**config.mk**
```make
export PLATFORM = sky130hd
export DESIGN_NAME = format_input
export DESIGN_NICKNAME = d
export VERILOG_FILES = /design/src/rtl/format_input.sv
export SDC_FILE = /design/constraint.sdc
export NUM_CORES = 1
export LEC_CHECK = 0
export ABC_CLOCK_PERIOD_IN_PS = 6400
export BUFFER_PORTS_ARGS = -buffer_cell sky130_fd_sc_hd__buf_2
export CAP_MARGIN = 10
export CORE_MARGIN = 1.5
export CORE_UTILIZATION = 39
export CTS_CLUSTER_SIZE = 24
export DETAILED_ROUTE_END_ITERATION = 7
export RECOVER_POWER = 100
export SLEW_MARGIN = 25
export SYNTH_ARGS = -nofsm -noshare
export SYNTH_HDL_FRONTEND = slang
export SYNTH_SLANG_ARGS = --single-unit
```
**constraint.sdc**
```tcl
create_clock -name clock -period 6.4 [get_ports clock]
set_input_delay 0.32 -clock clock [delete_from_list [all_inputs] [get_ports clock]]
set_output_delay 0.32 -clock clock [all_outputs]
set_load 0.05 [all_outputs]
```
**src/rtl/format_input.sv**
```systemverilog
// -----------------------------------------------------------------------------
// format_input
//   Input-side companion of the seven-segment output formatter. Samples the
//   board slide switches and push buttons, runs each bit through a two-flop
//   synchronizer and an independent debouncer, detects key presses, and
//   holds them in sticky pending bits. Everything is packed into one 32-bit
//   word that the CPU reads as an I/O register.
//
// Ports:
//   clock  in   1   system clock, rising edge
//   resetn in   1   asynchronous active-low reset
//   sw     in  10   raw slide switches (1 = up), asynchronous
//   key    in   3   raw push buttons (0 = pressed), asynchronous
//   rd_en  in   1   CPU read strobe; clears pending bits one cycle later
//   indt   out 32   packed word: {8'h00, press_cnt, pending, key_lvl, sw}
//   irq    out  1   high while any pending bit is set
// -----------------------------------------------------------------------------
module format_input #(
    parameter int DEBOUNCE_CYCLES = 50000,
    parameter int SW_WIDTH        = 10,
    parameter int KEY_WIDTH       = 3
) (
    input  logic                 clock,
    input  logic                 resetn,
    input  logic [SW_WIDTH-1:0]  sw,
    input  logic [KEY_WIDTH-1:0] key,
    input  logic                 rd_en,
    output logic [31:0]          indt,
    output logic                 irq
);

    // Switches and keys are handled as one vector: keys in the upper bits.
    localparam int NB = SW_WIDTH + KEY_WIDTH;

    // Idle pin state: switches down, keys released (active-low, so 1).
    localparam logic [NB-1:0] IDLE_VAL = {{KEY_WIDTH{1'b1}}, {SW_WIDTH{1'b0}}};

    // Counter value at which a persistent difference is accepted.
    localparam logic [15:0] CNT_LAST = 16'(DEBOUNCE_CYCLES - 1);

    // Number of simultaneous press events, zero-extended to the counter width.
    function automatic logic [7:0] count_ones(input logic [KEY_WIDTH-1:0] v);
        logic [7:0] n;
        n = 8'd0;
        for (int i = 0; i < KEY_WIDTH; i++) begin
            n = n + {7'd0, v[i]};
        end
        return n;
    endfunction

    logic [NB-1:0]        raw_s;
    logic [NB-1:0]        sync1_r;
    logic [NB-1:0]        sync2_r;
    logic [NB-1:0]        stable_r;
    logic [15:0]          cnt_r [NB];
    logic [NB-1:0]        accept_s;
    logic [KEY_WIDTH-1:0] press_s;
    logic [KEY_WIDTH-1:0] pending_r;
    logic [KEY_WIDTH-1:0] pending_nxt_s;
    logic [7:0]           press_cnt_r;
    logic [KEY_WIDTH-1:0] key_lvl_s;

    assign raw_s = {key, sw};

    // Two-flop synchronizer for every raw pin.
    always_ff @(posedge clock or negedge resetn) begin
        if (!resetn) begin
            sync1_r <= IDLE_VAL;
            sync2_r <= IDLE_VAL;
        end else begin
            sync1_r <= raw_s;
            sync2_r <= sync1_r;
        end
    end

    // Acceptance: the synchronized bit still differs from the stable value
    // on the cycle the counter has reached its last count.
    always_comb begin
        accept_s = '0;
        for (int i = 0; i < NB; i++) begin
            if ((sync2_r[i] != stable_r[i]) && (cnt_r[i] == CNT_LAST)) begin
                accept_s[i] = 1'b1;
            end else begin
                accept_s[i] = 1'b0;
            end
        end
    end

    // A press is an accepted key change whose stable value is still released
    // (1); an accepted change from pressed to released is a release and is
    // ignored. The press wins over a same-cycle read so it is never lost.
    always_comb begin
        press_s       = accept_s[NB-1:SW_WIDTH] & stable_r[NB-1:SW_WIDTH];
        pending_nxt_s = press_s | (pending_r & ~{KEY_WIDTH{rd_en}});
        key_lvl_s     = ~stable_r[NB-1:SW_WIDTH];
    end

    // Per-bit debounce counters and stable values. Any cycle where the
    // synchronized value matches the stable one restarts the count.
    always_ff @(posedge clock or negedge resetn) begin
        if (!resetn) begin
            stable_r <= IDLE_VAL;
            for (int i = 0; i < NB; i++) begin
                cnt_r[i] <= 16'd0;
            end
        end else begin
            for (int i = 0; i < NB; i++) begin
                if (sync2_r[i] == stable_r[i]) begin
                    cnt_r[i] <= 16'd0;
                end else if (accept_s[i]) begin
                    stable_r[i] <= sync2_r[i];
                    cnt_r[i]    <= 16'd0;
                end else begin
                    cnt_r[i] <= cnt_r[i] + 16'd1;
                end
            end
        end
    end

    // Sticky pending bits and the free-running press counter (wraps at 256).
    always_ff @(posedge clock or negedge resetn) begin
        if (!resetn) begin
            pending_r   <= '0;
            press_cnt_r <= 8'd0;
        end else begin
            pending_r   <= pending_nxt_s;
            press_cnt_r <= press_cnt_r + count_ones(press_s);
        end
    end

    // Registered output word and interrupt, built from the current state so
    // a read during rd_en returns the pending bits that are being cleared.
    always_ff @(posedge clock or negedge resetn) begin
        if (!resetn) begin
            indt <= 32'd0;
            irq  <= 1'b0;
        end else begin
            indt <= {8'h00, press_cnt_r, pending_r, key_lvl_s, stable_r[SW_WIDTH-1:0]};
            irq  <= |pending_r;
        end
    end

endmodule

```
=== Word level (Yosys, flattened, before mapping) ===
Index checks and enable logic that the tools add are counted.
W data, S select, Z words.

* Reductions and logical operators: 27
* Equality and inequality tests: 39
* Bitwise operators: 18
* Add/subtract/negate cells: 16
* Mux-type cells: 39

{| class="wikitable"
|+ Operator list
! kind !! count
|-
| $mux W16 || 26
|-
| $add A16 B1 Y16 const B || 13
|-
| $eq A16 B16 Y1 const B || 13
|-
| $reduce_and A2 Y1 || 13
|-
| $eq A1 B1 Y1 || 13
|-
| $logic_and A1 B1 Y1 || 13
|-
| $mux W1 || 13
|-
| $ne A1 B1 Y1 || 13
|-
| $not A1 Y1 || 13
|-
| $add A8 B3 Y8 || 1
|-
| $and A3 B3 Y3 || 2
|-
| $not A3 Y3 || 2
|-
| $add A2 B1 Y3 || 1
|-
| $or A3 B3 Y3 || 1
|-
| $reduce_or A3 Y1 || 1
|-
| $add A1 B1 Y2 || 1
|}

* Bits in registers: 283
* Output and inout bits: 33
* Word-level logic and storage cells: 171

=== Longest topological paths before layout ===
Gate-level depths: netlist (run 1).

* Depth in word-level cells: 7
* Gate-level depth with buffers: 10
* Mapped depth without buffers: 10

=== Least setup slack after synthesis (run 1) ===
No wires, ideal clock.

* Path type: flip-flop to flip-flop
* From: reg cnt_r[32] (netlist name)
* To: reg press_cnt_r[6]
* Path slack: 3.480 ns
* Clock period less this slack: 2.920 ns
* Buffers on the path: 0
* Required time: 6.275 ns
* Stages on the path, launching flop included: 11
* Data arrival time: 2.795 ns
* Path through: dfrtp_1 > ha_1 > nand3_1 > or4_1 > nor2_1 > fa_1 > ha_1 > fa_1 > nand3_1 > nor2_1 > xor2_1

* Longest elaborated chain between the ends: 7

{| class="wikitable"
|+ RTL lines
! item !! line !! source
|-
| from (decl) || 55 || <nowiki>logic [15:0] cnt_r [NB];</nowiki>
|-
| from (signal, indexed assignment) || 114 || <nowiki>cnt_r[i] <= cnt_r[i] + 16'd1;</nowiki>
|-
| $eq A16 B16 Y1 || 81 || <nowiki>if ((sync2_r[i] != stable_r[i]) && (cnt_r[i] == CNT_LAST)) begin</nowiki>
|-
| $logic_and A1 B1 Y1 || 81 ||
|-
| $mux W1 || 81 ||
|-
| $and A3 B3 Y3 || 93 || <nowiki>press_s = accept_s[NB-1:SW_WIDTH] & stable_r[NB-1:SW_WIDTH];</nowiki>
|-
| $add A1 B1 Y2 || 46 || <nowiki>n = n + {7'd0, v[i]};</nowiki>
|-
| $add A2 B1 Y3 || 46 ||
|-
| $add A8 B3 Y8 || 127 || <nowiki>press_cnt_r <= press_cnt_r + count_ones(press_s);</nowiki>
|-
| to (signal assigned) || 127 ||
|-
| to (decl) || 60 || <nowiki>logic [7:0] press_cnt_r;</nowiki>
|}

No other way between the ends.
A chain may end at the register's enable or synchronous reset.

==> results of run 1 <==
-- cells by family after synthesis --
| family | Yosys count | share of synthesized area [%] |
|---|---|---|
| muxes | 13 | 1.19 |
| buffers and inverters | 68 | 2.46 |
| xor gates and xnor gates | 199 | 13.9 |
| DFF | 283 | 56.4 |
| AOI/OAI and AO/OA | 13 | 1.37 |
| adders and majority gates | 17 | 1.81 |
| other | 1 | 0.0298 |
| and+or+nand+nor | 574 | 22.8 |
-- power by group --
group	internal, mW	switching, mW
clock	1.18	0.738
sequential	1.82	0.0243
combinational	0.0323	0.0800
-- cell usage after synthesis (2+ instances only) --
library cell	instances	area [um^2]
nor2b_1	2	12.5
o31ai_1	2	15.0
nand3_1	69	345
nand2_1	45	169
buf_2	4	20.0
dfstp_2	9	236
fa_1	2	40.0
or4_4	3	33.8
dfrtp_1	274	6860
and4b_1	2	20.0
o22ai_1	2	12.5
and3_1	14	87.6
nor3_1	47	235
nand2b_1	2	12.5
or2_2	2	12.5
nor4_1	54	338
clkbuf_1	7	26.3
mux2_2	11	124
and4_1	2	17.5
or3_1	4	25.0
nand3b_1	2	15.0
xnor2_1	164	1440
nor4bb_1	12	120
nor4b_1	6	52.6
or4_1	4	30.0
o41ai_4	3	82.6
ha_1	15	188
inv_1	46	173
nand4_1	52	325
nand3_2	2	20.0
xor2_1	35	307
nand4bb_1	2	22.5
a21oi_1	2	10.0
buf_4	9	67.6
nor2_1	241	905
nand4b_1	2	17.5
buf_6	2	22.5
-- stage by stage --
stage	area [um^2]	power (mW)	util [%]	instances
finish	14400	3.87	45.4	1675
global route	14400	4.03	45.4	1675
CTS	14500	3.95	45.8	1675
detailed placement	13200	1.99	41.7	1599
global placement	13200	1.99	41.7	1599
floorplan	12600	1.94	-	1175
-- sequential cells by signal (all words and copies together) (netlist names) --
| register | cells |
|---|---|
| press_cnt_r | 8 |
| sync1_r | 13 |
| sync2_r | 13 |
| stable_r | 13 |
| irq | 1 |
| indt | 24 |
| pending_r | 3 |
| cnt_r | 208 |
-- worst paths after layout --
path / start / endpoint / slack, ns / cells past startpoint
setup / recovery: resetn / cnt_r[82] / 2.77 / 3
hold / removal: sync1_r[0] / sync2_r[0] / 0.35 / 0
setup reg to reg: cnt_r[48] / cnt_r[62] / 3.14 / 4
hold reg to reg: sync1_r[0] / sync2_r[0] / 0.35 / 0
max in group clock: cnt_r[48] / cnt_r[62] / 3.14 / 4
min in group asynchronous: resetn / sync2_r[1] / 0.36 / 2
-- placed cells by master (no fill, tap or decap), types with 4 or more instances in the layout --
cell type,instances
dfrtp_1,274
nor2_1,241
xnor2_1,164
nand3_1,69
nor4_1,54
nand4_1,52
nor3_1,47
inv_1,46
nand2_1,46
xor2_1,35
clkbuf_16,34
clkbuf_1,33
ha_1,15
dlygate4sd3_1,15
and3_1,14
buf_2,13
nor4bb_1,12
mux2_2,11
clkbuf_8,10
conb_1,8
or4_1,7
nor4b_1,6
dfstp_2,6
or3_1,4
o41ai_1,4
clkinv_2,4
-- layout make-up --
cell class | instances | area, um^2 | area share, %
Clock buffer | 49 | 1010 | 7.01
Multi-Input combinational cell | 824 | 5090 | 35.5
Tap cell | 402 | 503 | 3.50
Sequential cell | 283 | 7090 | 49.4
Timing Repair Buffer | 59 | 354 | 2.47
Clock inverter | 12 | 138 | 0.958
Inverter | 46 | 173 | 1.20
-- metal layers --
| layer | share of wire [%] | global-route usage (%) | vias up |
|---|---|---|---|
| li1 | - | - | 4137 |
| met1 | 50 | 19.0 | 3963 |
| met2 | 45 | 21.7 | 74 |
| met3 | 2.9 | 2.55 | 40 |
| met4 | 2.5 | 4.73 | 0 |
| met5 | 0 | 0 | - |
-- worst max-delay path: stages --
cell and delay [ns]:
dlygate4sd3_1 0.56, buf_8 0.44, clkbuf_1 2.17
==> metrics.md, run 1 <==
| Metric | Value |
|---|---|
| Synth-to-layout area growth | `14.3%` |
| Post-route ant nets | `0` |
| Crit. End Element | `asynchronous set/reset pin` |
| Largest net degree at the start of global routing | `83` |
| Hold_ws | `roughly 0.35 ns` |
| CTS Buf Count | `34` |
| Max Cap Viol | `5` |
| I/O pins | `a little under 50` |
| Num rows | `between 60 and 70` |
| Setup ws final | `2.77 ns` |
| Register area share after synthesis | `56.4%` |
| Via count | `8,214` |
| Worst Path Required | `6.34 ns` |
| Drt first pass iters | `4` |
| DIE HEIGHT | `between 150 and 200 um` |
| Total GRT Usage | `13.7%` |
| Hold buffer count at cts | `15` |
| Skew-Pair Late Insertion Delay | `0.51 ns` |
| Final Hold Violating Endpoints | `0` |
| # diodes | `0` |
| Gr ovfl total | `0` |
| Yosys cell types | `49` |
| RSZ-0062 raised after global routing | `false` |
| Number of global-route vias before repair | `8,260` |
| Pre-CTS WS | `3.15 ns` |
| Buffers on Ports | `40` |
| CP Max Fanout | `80` |
| Total core area | `about 32,000 um^2` |
| Dominant synthesized flop cell | `dfrtp_1` |
| Syn avg cell area | `10.8 um^2` |
| Final min period | `3.63 ns` |
| Fin Setup TNS | `0 ns` |
| Final wirelength | `approximately 22,000 um` |
| First-pass GRT wire length | `~39,000 um` |
| Crit path kind | `in2async` |
| Post-route clock skew | `0.0242 ns` |
| Clk root buf | `clkbuf_16` |
| Layout fillers | `between 2,000 and 3,000` |
| DR DRC count | `0` |
| Layout cells sized above 1 | `7.62%` |
| Mapped cell area | `12,600 um^2` |
| Seq cells post-synth | `283` |
| Worst VDD drop | `169 uV` |
| Slew margin rel. | `-99.4%` |
| Power Density | `approximately 270 nW/um^2` |
| Total setup buffers inserted after CTS | `0` |
| Die Width | `183 um` |
| Vias/cell | `4.90` |
| Post-DP HPWL | `13,900 um` |
| Clk slew on worst S/H paths | `around 0.05 ns` |
| Fin crit share | `between 50% and 60%` |
| CTS Buffer Depth | `3` |
| Slew Viols, Final | `126` |
| Failing checks | `capacitance limit, slew limit` |
| CTS H-Tree Depth | `2` |
| Crit path DAT | `3.56 ns` |
| Syn Inst Count | `1,168` |
| Die ar. | `approximately 33,000 um^2` |
| Final GP Congestion | `between 0.7 and 0.8` |
| Max Freq | `between 200 and 300 MHz` |
| Asr flop ratio synth | `100%` |
| Synth warnings | `0` |
| Status | `finished, violations left` |
| # nets final | `approximately 1,300` |
| Iteration-0 DRC Markers | `around 400` |
| Starting Density | `between 30% and 40%` |
| Drt wl/cell | `about 13 um` |
| Count of final setup violators | `0` |
| Initial antenna violation count | `0` |
| Clock sinks | `between 200 and 300` |
| Post-synth EDFFs | `0` |
| Worst Hold Class | `reg2reg` |
| TritonCTS clock tree | `yes` |
| Startpoint types | `primary input` |
| Worst-Margin Slew | `between 2 and 3 ns` |
| Post-CTS resize count | `0` |
| P_leak | `approximately 5.8 nW` |
Note: power is estimated with default switching activity, not from simulation.
==> run 2: changes to the inputs <==
ABC_CLOCK_PERIOD_IN_PS = 3800   (was 6400)
clock period = 3.8 ns   (was 6.4 ns; I/O delays follow)
==> metrics.md, run 2 (synthesis gave the netlist of run 1 again) <==
| Metric | Value |
|---|---|
| Largest Register | `cnt_r` |
| Worst Hold Class | `in2reg` |
| Clk root buf | `clkbuf_16` |
| Startpoint types | `flip-flop` |
| Max Freq | `311 MHz` |
| Total GRT Usage | `13.8% (+0.087 points)` |
| Fin Setup TNS | `0 ns (unchanged)` |
| Layout cells sized above 1 | `7.41% (-0.21 points)` |
| Die ar. | `33,300 um^2 (unchanged)` |
| DR DRC count | `0 (unchanged)` |
| Synth-to-layout area growth | `13.2%` |
| NetSw | `1.34 mW (+59%)` |
| Starting Density | `39.7% (unchanged)` |
| Power Density | `435 nW/um^2 (+61%)` |
| Post-route clock skew | `0.0104 ns (-0.0138 ns)` |
| Initial antenna violation count | `0 (unchanged)` |
| Final min period | `3.21 ns` |
| Via count | `8,262 (+0.58%)` |
| Num rows | `65 (unchanged)` |
| RSZ-0062 raised after global routing | `false` |
| Final core occ | `45.0% (-0.40 points)` |
| Total core area | `31,600 um^2 (unchanged)` |
| Worst-Margin Slew | `2.56 ns (-0.433 ns)` |
| P_leak | `5.80 nW (-0.87%)` |
| Crit path kind | `reg2reg` |
| Crit. End Element | `flip-flop` |
| Skew-Pair Late Insertion Delay | `0.55 ns (+0.04 ns)` |
| Number of flip-flops under the largest register name | `208 (unchanged)` |
| Max Cap Viol | `3 (-2)` |
| Count of final setup violators | `0 (unchanged)` |
| Clock sinks | `283 (unchanged)` |
| Die Width | `183 um (unchanged)` |
| Crit path DAT | `3.64 ns (+0.08 ns)` |
| DIE HEIGHT | `183 um (unchanged)` |
| Hold buffer count at cts | `15 (unchanged)` |
| Post-CTS resize count | `0 (unchanged)` |
| CTS H-Tree Depth | `1 (-1)` |
| Number of global-route vias before repair | `8,366 (+1.3%)` |
| Fin crit share | `84.5%` |
| Vias/cell | `4.94 (+0.83%)` |
| Switching share of power | `21.6% (-0.15 points)` |
| Worst Path Required | `4.23 ns (-2.11 ns)` |
| Sequential group share of total power | `50.1% (+2.5 points)` |
| Final Hold Violating Endpoints | `0 (unchanged)` |
| First-pass GRT wire length | `39,300 um (+1.2%)` |
| Slew Viols, Final | `138 (+9.5%)` |
| Post-route ant nets | `0 (unchanged)` |
| TritonCTS clock tree | `yes` |
| Clock power share | `46.8% (-2.7 points)` |
| Status | `finished, violations left` |
| Most frequent cells in the layout | `dfrtp_1 (274), nor2_1 (241), xnor2_1 (164)` |
| CTS Buf Count | `30 (-12%)` |
| # diodes | `0 (unchanged)` |
| Most common cell after layout, fill and taps aside | `dfrtp_1` |
| Buffers on Ports | `40 (unchanged)` |
| CP Max Fanout | `9 (-89%)` |
| CTS Buffer Depth | `3 (unchanged)` |
| Worst VDD drop | `318 uV (+88%)` |
| Largest net degree at the start of global routing | `106 (+28%)` |
| Drt wl/cell | `13.2 um (+1.8%)` |
| I/O pins | `49 (unchanged)` |
| Pint | `4.86 mW (+60%)` |
| Gate power share | `3.1% (+0.2 points)` |
| Post-DP HPWL | `14,300 um (+2.5%)` |
| Gr ovfl total | `0 (unchanged)` |
| # nets final | `1,279 (-0.16%)` |
| Iteration-0 DRC Markers | `321 (-18%)` |
| Final wirelength | `22,000 um (+1.6%)` |
| Drt first pass iters | `4 (unchanged)` |
| Slew margin rel. | `-70.5% (+29 points)` |
| Failing checks | `capacitance limit, slew limit` |
| Clk slew on worst S/H paths | `0.06 ns (about the same)` |
| Final GP Congestion | `0.801 (+0.55%)` |
| Total setup buffers inserted after CTS | `0 (unchanged)` |
| Biggest regs | `cnt_r (208), indt (24)` |
## run 2: metrics by stage
step	hold slack (ns)	area (um^2)	worst slack (ns)	cells	total power, mW
CTS	0.256	14400	0.550	1671	6.31
detailed placement	0.297	13200	0.568	1601	3.35
global placement	0.298	13200	0.641	1601	3.35
global route	0.270	14200	0.208	1671	6.46
floorplan	-0.106	12600	0.880	1175	3.26
finish	0.280	14200	0.588	1671	6.20
## run 2: worst paths after layout
kind / startpoint / slack [ns] / endpoint / cells past startpoint
max in group asynchronous: resetn / 0.90 / cnt_r[205] / 3
worst max register to register: cnt_r[32] / 0.59 / press_cnt_r[6] / 10
worst min-delay path: key[1] / 0.28 / sync1_r[11] / 2
min in group asynchronous: resetn / 0.99 / cnt_r[5] / 2
worst max-delay path: cnt_r[32] / 0.59 / press_cnt_r[6] / 10
worst min register to register: sync1_r[4] / 0.35 / sync2_r[4] / 0
## run 2: metal layers
| metal | wire length (um) | track usage (%) | up-vias |
|---|---|---|---|
| met5 | 0 | 0 | - |
| met4 | 359 | 3.44 | 0 |
| met3 | 735 | 2.35 | 23 |
| met2 | 10000 | 22.8 | 92 |
| met1 | 10900 | 19.0 | 4005 |
| li1 | - | - | 4142 |
## run 2: final cells by class
class | instances | area [um^2]
fillers | 2940 | 17400
flip-flops and latches | 283 | 7090
multi-input cells | 824 | 5110
clock buffers | 44 | 885
well taps | 402 | 503
repair buffers | 61 | 364
inverters | 46 | 173
clock inverters | 11 | 108
## run 2: power groups by stage
stage / logic (mW) / registers (mW) / clock network [mW]
after floorplan: 0.110 / 3.15 / 0
after global placement: 0.194 / 3.16 / 0
after detailed placement: 0.196 / 3.16 / 0
after CTS: 0.209 / 3.10 / 3.00
after global routing: 0.229 / 3.11 / 3.12
final: 0.194 / 3.11 / 2.90
## run 2: critical path, cell delays in order, from the launching register on
cell and delay [ns]:
dfrtp_1 0.39, ha_1 0.21, nand3_1 0.28, or4_1 0.60
nor2_1 0.18, fa_1 0.44, ha_1 0.24, fa_1 0.41
nand3_1 0.13, nor2_1 0.07, xor2_1 0.13
==> run 3: changes to the inputs <==
ABC_AREA = 1   (was unset)
ABC_CLOCK_PERIOD_IN_PS = 2700   (was 3800)
clock period = 2.7 ns   (was 3.8 ns; I/O delays follow)
==> metrics.md, run 3 <==
| Metric | Value |
|---|---|
| Final wirelength | `29,800 um (+35%)` |
| Register area share after synthesis | `48.5% (-7.9 points)` |
| Buffers on Ports | `40 (unchanged)` |
| Worst Hold Class | `in2reg` |
| Post-synth top area share | `46.9% (-7.6 points)` |
| Clock sinks | `283 (unchanged)` |
| Worst-Margin Slew | `2.20 ns (-0.359 ns)` |
| Power Density | `559 nW/um^2 (+29%)` |
| Commonest cells post-synth | `nand2_1 (541), nor2_1 (397), dfrtp_1 (274)` |
| Startpoint types | `flip-flop` |
| Dominant synthesized flop cell | `dfrtp_1` |
| Total chip power | `9.35 mW (+51%)` |
| Met3 wire length | `946 um (+29%)` |
| Count of final setup violators | `0 (unchanged)` |
| Hold_ws | `0.243 ns (-0.0370 ns)` |
| P_leak | `7.87 nW (+36%)` |
| Largest cells by area after synthesis | `dfrtp_1 (47%), nand2_1 (14%), nor2_1 (10%)` |
| Most common cell after layout, fill and taps aside | `nand2_1` |
| Starting Density | `39.7% (about the same)` |
| Gr ovfl total | `0 (unchanged)` |
| WL met1 | `14,500 um (+33%)` |
| Most used cell, CP | `nor2_1` |
| Syn avg cell area | `7.58 um^2 (-30%)` |
| Worst Path Required | `3.11 ns (-1.12 ns)` |
| Number of flip-flops under the largest register name | `208 (unchanged)` |
| TritonCTS clock tree | `yes` |
| Synth warnings | `0 (unchanged)` |
| Total core area | `36,800 um^2 (+16%)` |
| # nets final | `2,077 (+62%)` |
| Failing checks | `capacitance limit, slew limit` |
| Largest Register | `cnt_r` |
| Max Cap Viol | `1 (-2)` |
| Cell Area, Placed | `15,600 um^2 (+18%)` |
| Clk root buf | `clkbuf_16` |
| Die ar. | `38,600 um^2 (+16%)` |
| Final instance area | `16,700 um^2 (+17%)` |
| Fin crit share | `94.0% (+9.4 points)` |
| R2r setup slk | `0.16 ns (-0.43 ns)` |
| Largest area contributor in the netlist | `dfrtp_1` |
| Crit. End Element | `flip-flop` |
| Synth Area in Simple Gates | `34.8% (+12 points)` |
| CTS H-Tree Depth | `2 (+1)` |
| I/O pins | `49 (unchanged)` |
| Iteration-0 DRC Markers | `616 (+92%)` |
| Number of global-route vias before repair | `11,500 (+37%)` |
| Yosys cell types | `30 (-39%)` |
| CTS Buf Count | `34 (+13%)` |
| # diodes | `0 (unchanged)` |
| Final core occ | `45.5% (+0.46 points)` |
| Skew-Pair Late Insertion Delay | `0.54 ns (about the same)` |
| CP Max Fanout | `2 (-7)` |
| Biggest regs | `cnt_r (208), indt (24)` |
| Main combinational cell family by area after synthesis | `simple AND/OR/NAND/NOR gates` |
| Synth Area in Adders | `1.56% (-0.25 points)` |
| Crit-path cells | `nor2_1 -> nand2_1 -> nor2_1 -> nand3_1 -> nor2_2 -> fa_1 -> ha_1 -> fa_2 -> nand3_1 -> nor2_1 -> xor2_1` |
| Seq cells post-synth | `283 (unchanged)` |
| Asr flop ratio synth | `100% (unchanged)` |
| Post-synth EDFFs | `0 (unchanged)` |
| Largest net degree at the start of global routing | `85 (-20%)` |
| Mapped cell area | `14,600 um^2 (+16%)` |
| Status | `finished, violations left` |
| Leading cell type by number of instances after synthesis | `nand2_1` |
| Clk slew on worst S/H paths | `0.06 ns (about the same)` |
| Synth Area in Compound Gates | `3.79% (+2.4 points)` |
| Slew margin rel. | `-46.6% (+24 points)` |
| Syn Inst Count | `1,928 (+65%)` |
| Multi-input logic area | `6410 um^2 (+26%)` |
| Layout fillers | `3,668 (+25%)` |
| DIE HEIGHT | `197 um (+7.7%)` |
| Vias/cell | `4.71 (-4.8%)` |
| Post-DP HPWL | `20,800 um (+45%)` |
| Post-Synth XOR/XNOR Area | `4.30% (-9.6 points)` |
| Final GP Congestion | `0.841 (+5.0%)` |
| Drt wl/cell | `11.7 um (-11%)` |
| Crit path kind | `reg2reg` |
| Most frequent cells in the layout | `nand2_1 (552), nor2_1 (400), dfrtp_1 (274)` |
| Initial antenna violation count | `0 (unchanged)` |
| First-pass GRT wire length | `52,800 um (+34%)` |
| Slowest cell on crit path | `fa_1` |
| Crit path DAT | `2.95 ns (-0.69 ns)` |
| Slowest stage delay, CP | `0.43 ns (-0.17 ns)` |
| Slew Viols, Final | `83 (-40%)` |
| Sequential standard cell area | `7090 um^2 (unchanged)` |
| Hold path startpoint | `sw[6]` |
| Top sig layer | `met4` |
| Via count | `11,900 (+45%)` |
| RSZ-0062 raised after global routing | `false` |
| Final Hold Violating Endpoints | `0 (unchanged)` |
| Post-route ant nets | `0 (unchanged)` |
| Setup ws final | `0.163 ns (-0.425 ns)` |
| Num rows | `70 (+7.7%)` |
| Worst VDD drop | `407 uV (+28%)` |
| Post-route clock skew | `0.0140 ns (+0.00360 ns)` |
| Drt first pass iters | `5 (+1)` |
| Total GRT Usage | `16.2% (+2.3 points)` |
| Layout cells sized above 1 | `5.90% (-1.5 points)` |
| Die Width | `197 um (+7.7%)` |
| Final min period | `2.54 ns (-0.675 ns)` |
| Pre-CTS WS | `-0.00834 ns (-0.577 ns)` |
| Critical register-to-register path startpoint | `cnt_r[44]` |
| CTS Buffer Depth | `3 (unchanged)` |
| DR DRC count | `0 (unchanged)` |
| Mux contribution to synthesized area | `0% (-1.2 points)` |
| Max Freq | `394 MHz (+27%)` |
| Synth-to-layout area growth | `14.4%` |
| Routed length on met2 | `13,800 um (+38%)` |
| Worst Setup SP | `cnt_r[44]` |
## run 3: repair_timing
item	in CTS	in global routing
cloned	0	0
gates resized for setup	1	10
hold buffers	15	0
endpoints found under the hold margin	94	0
setup buffers	0	1
setup endpoints to repair	1	1
pin swaps	0	2
## run 3: cell families after synthesis
group / count (synthesis)
simple gates: 1197
flops: 283
other cells: 1
fa+ha+maj: 17
compound gates: 95
xor+xnor: 70
buf+inv: 265
## run 3: critical path, delay by kind of cell (launching register included)
| family | cells | cell delay (ns) |
|---|---|---|
| fa+ha+maj | 3 | 1.03 |
| simple gates | 7 | 0.88 |
| flops | 1 | 0.37 |
| xor+xnor | 1 | 0.13 |
## run 3: path summary, 6_finish.rpt
check | endpoint | cells after the start
setup / recovery | press_cnt_r[6] | 11
hold / removal | sync1_r[6] | 2
setup reg to reg | press_cnt_r[6] | 11
hold reg to reg | sync2_r[2] | 0
max in group asynchronous | sync2_r[10] | 3
min in group asynchronous | sync2_r[1] | 2
## run 3: area by class of cell
cell class | instances | share of cell area, %
repair buffers | 81 | 3.14
inverters | 257 | 5.77
clock buffers | 50 | 5.93
flip-flops and latches | 283 | 42.4
clock inverters | 11 | 0.890
well taps | 468 | 3.50
multi-input cells | 1387 | 38.4
## run 3: per-stage QoR
step / cells / setup TNS (ns)
6_report: 2537 / 0
2_1_floorplan: 1935 / 0
5_1_grt: 2537 / 0
3_3_place_gp: 2460 / 0
3_5_place_dp: 2460 / -0.00834
4_1_cts: 2536 / 0
## run 3: routing by layer
| metal | GRT usage (%) | up-vias |
|---|---|---|
| li1 | - | 6193 |
| met1 | 21.7 | 5575 |
| met2 | 26.7 | 132 |
| met3 | 2.74 | 40 |
| met4 | 5.12 | 0 |
| met5 | 0 | - |
## run 3: power breakdown
part,internal (mW),switching [mW]
sequential,4.31,0.0552
clock,2.84,1.81
combinational,0.0956,0.239
total,7.25,2.10
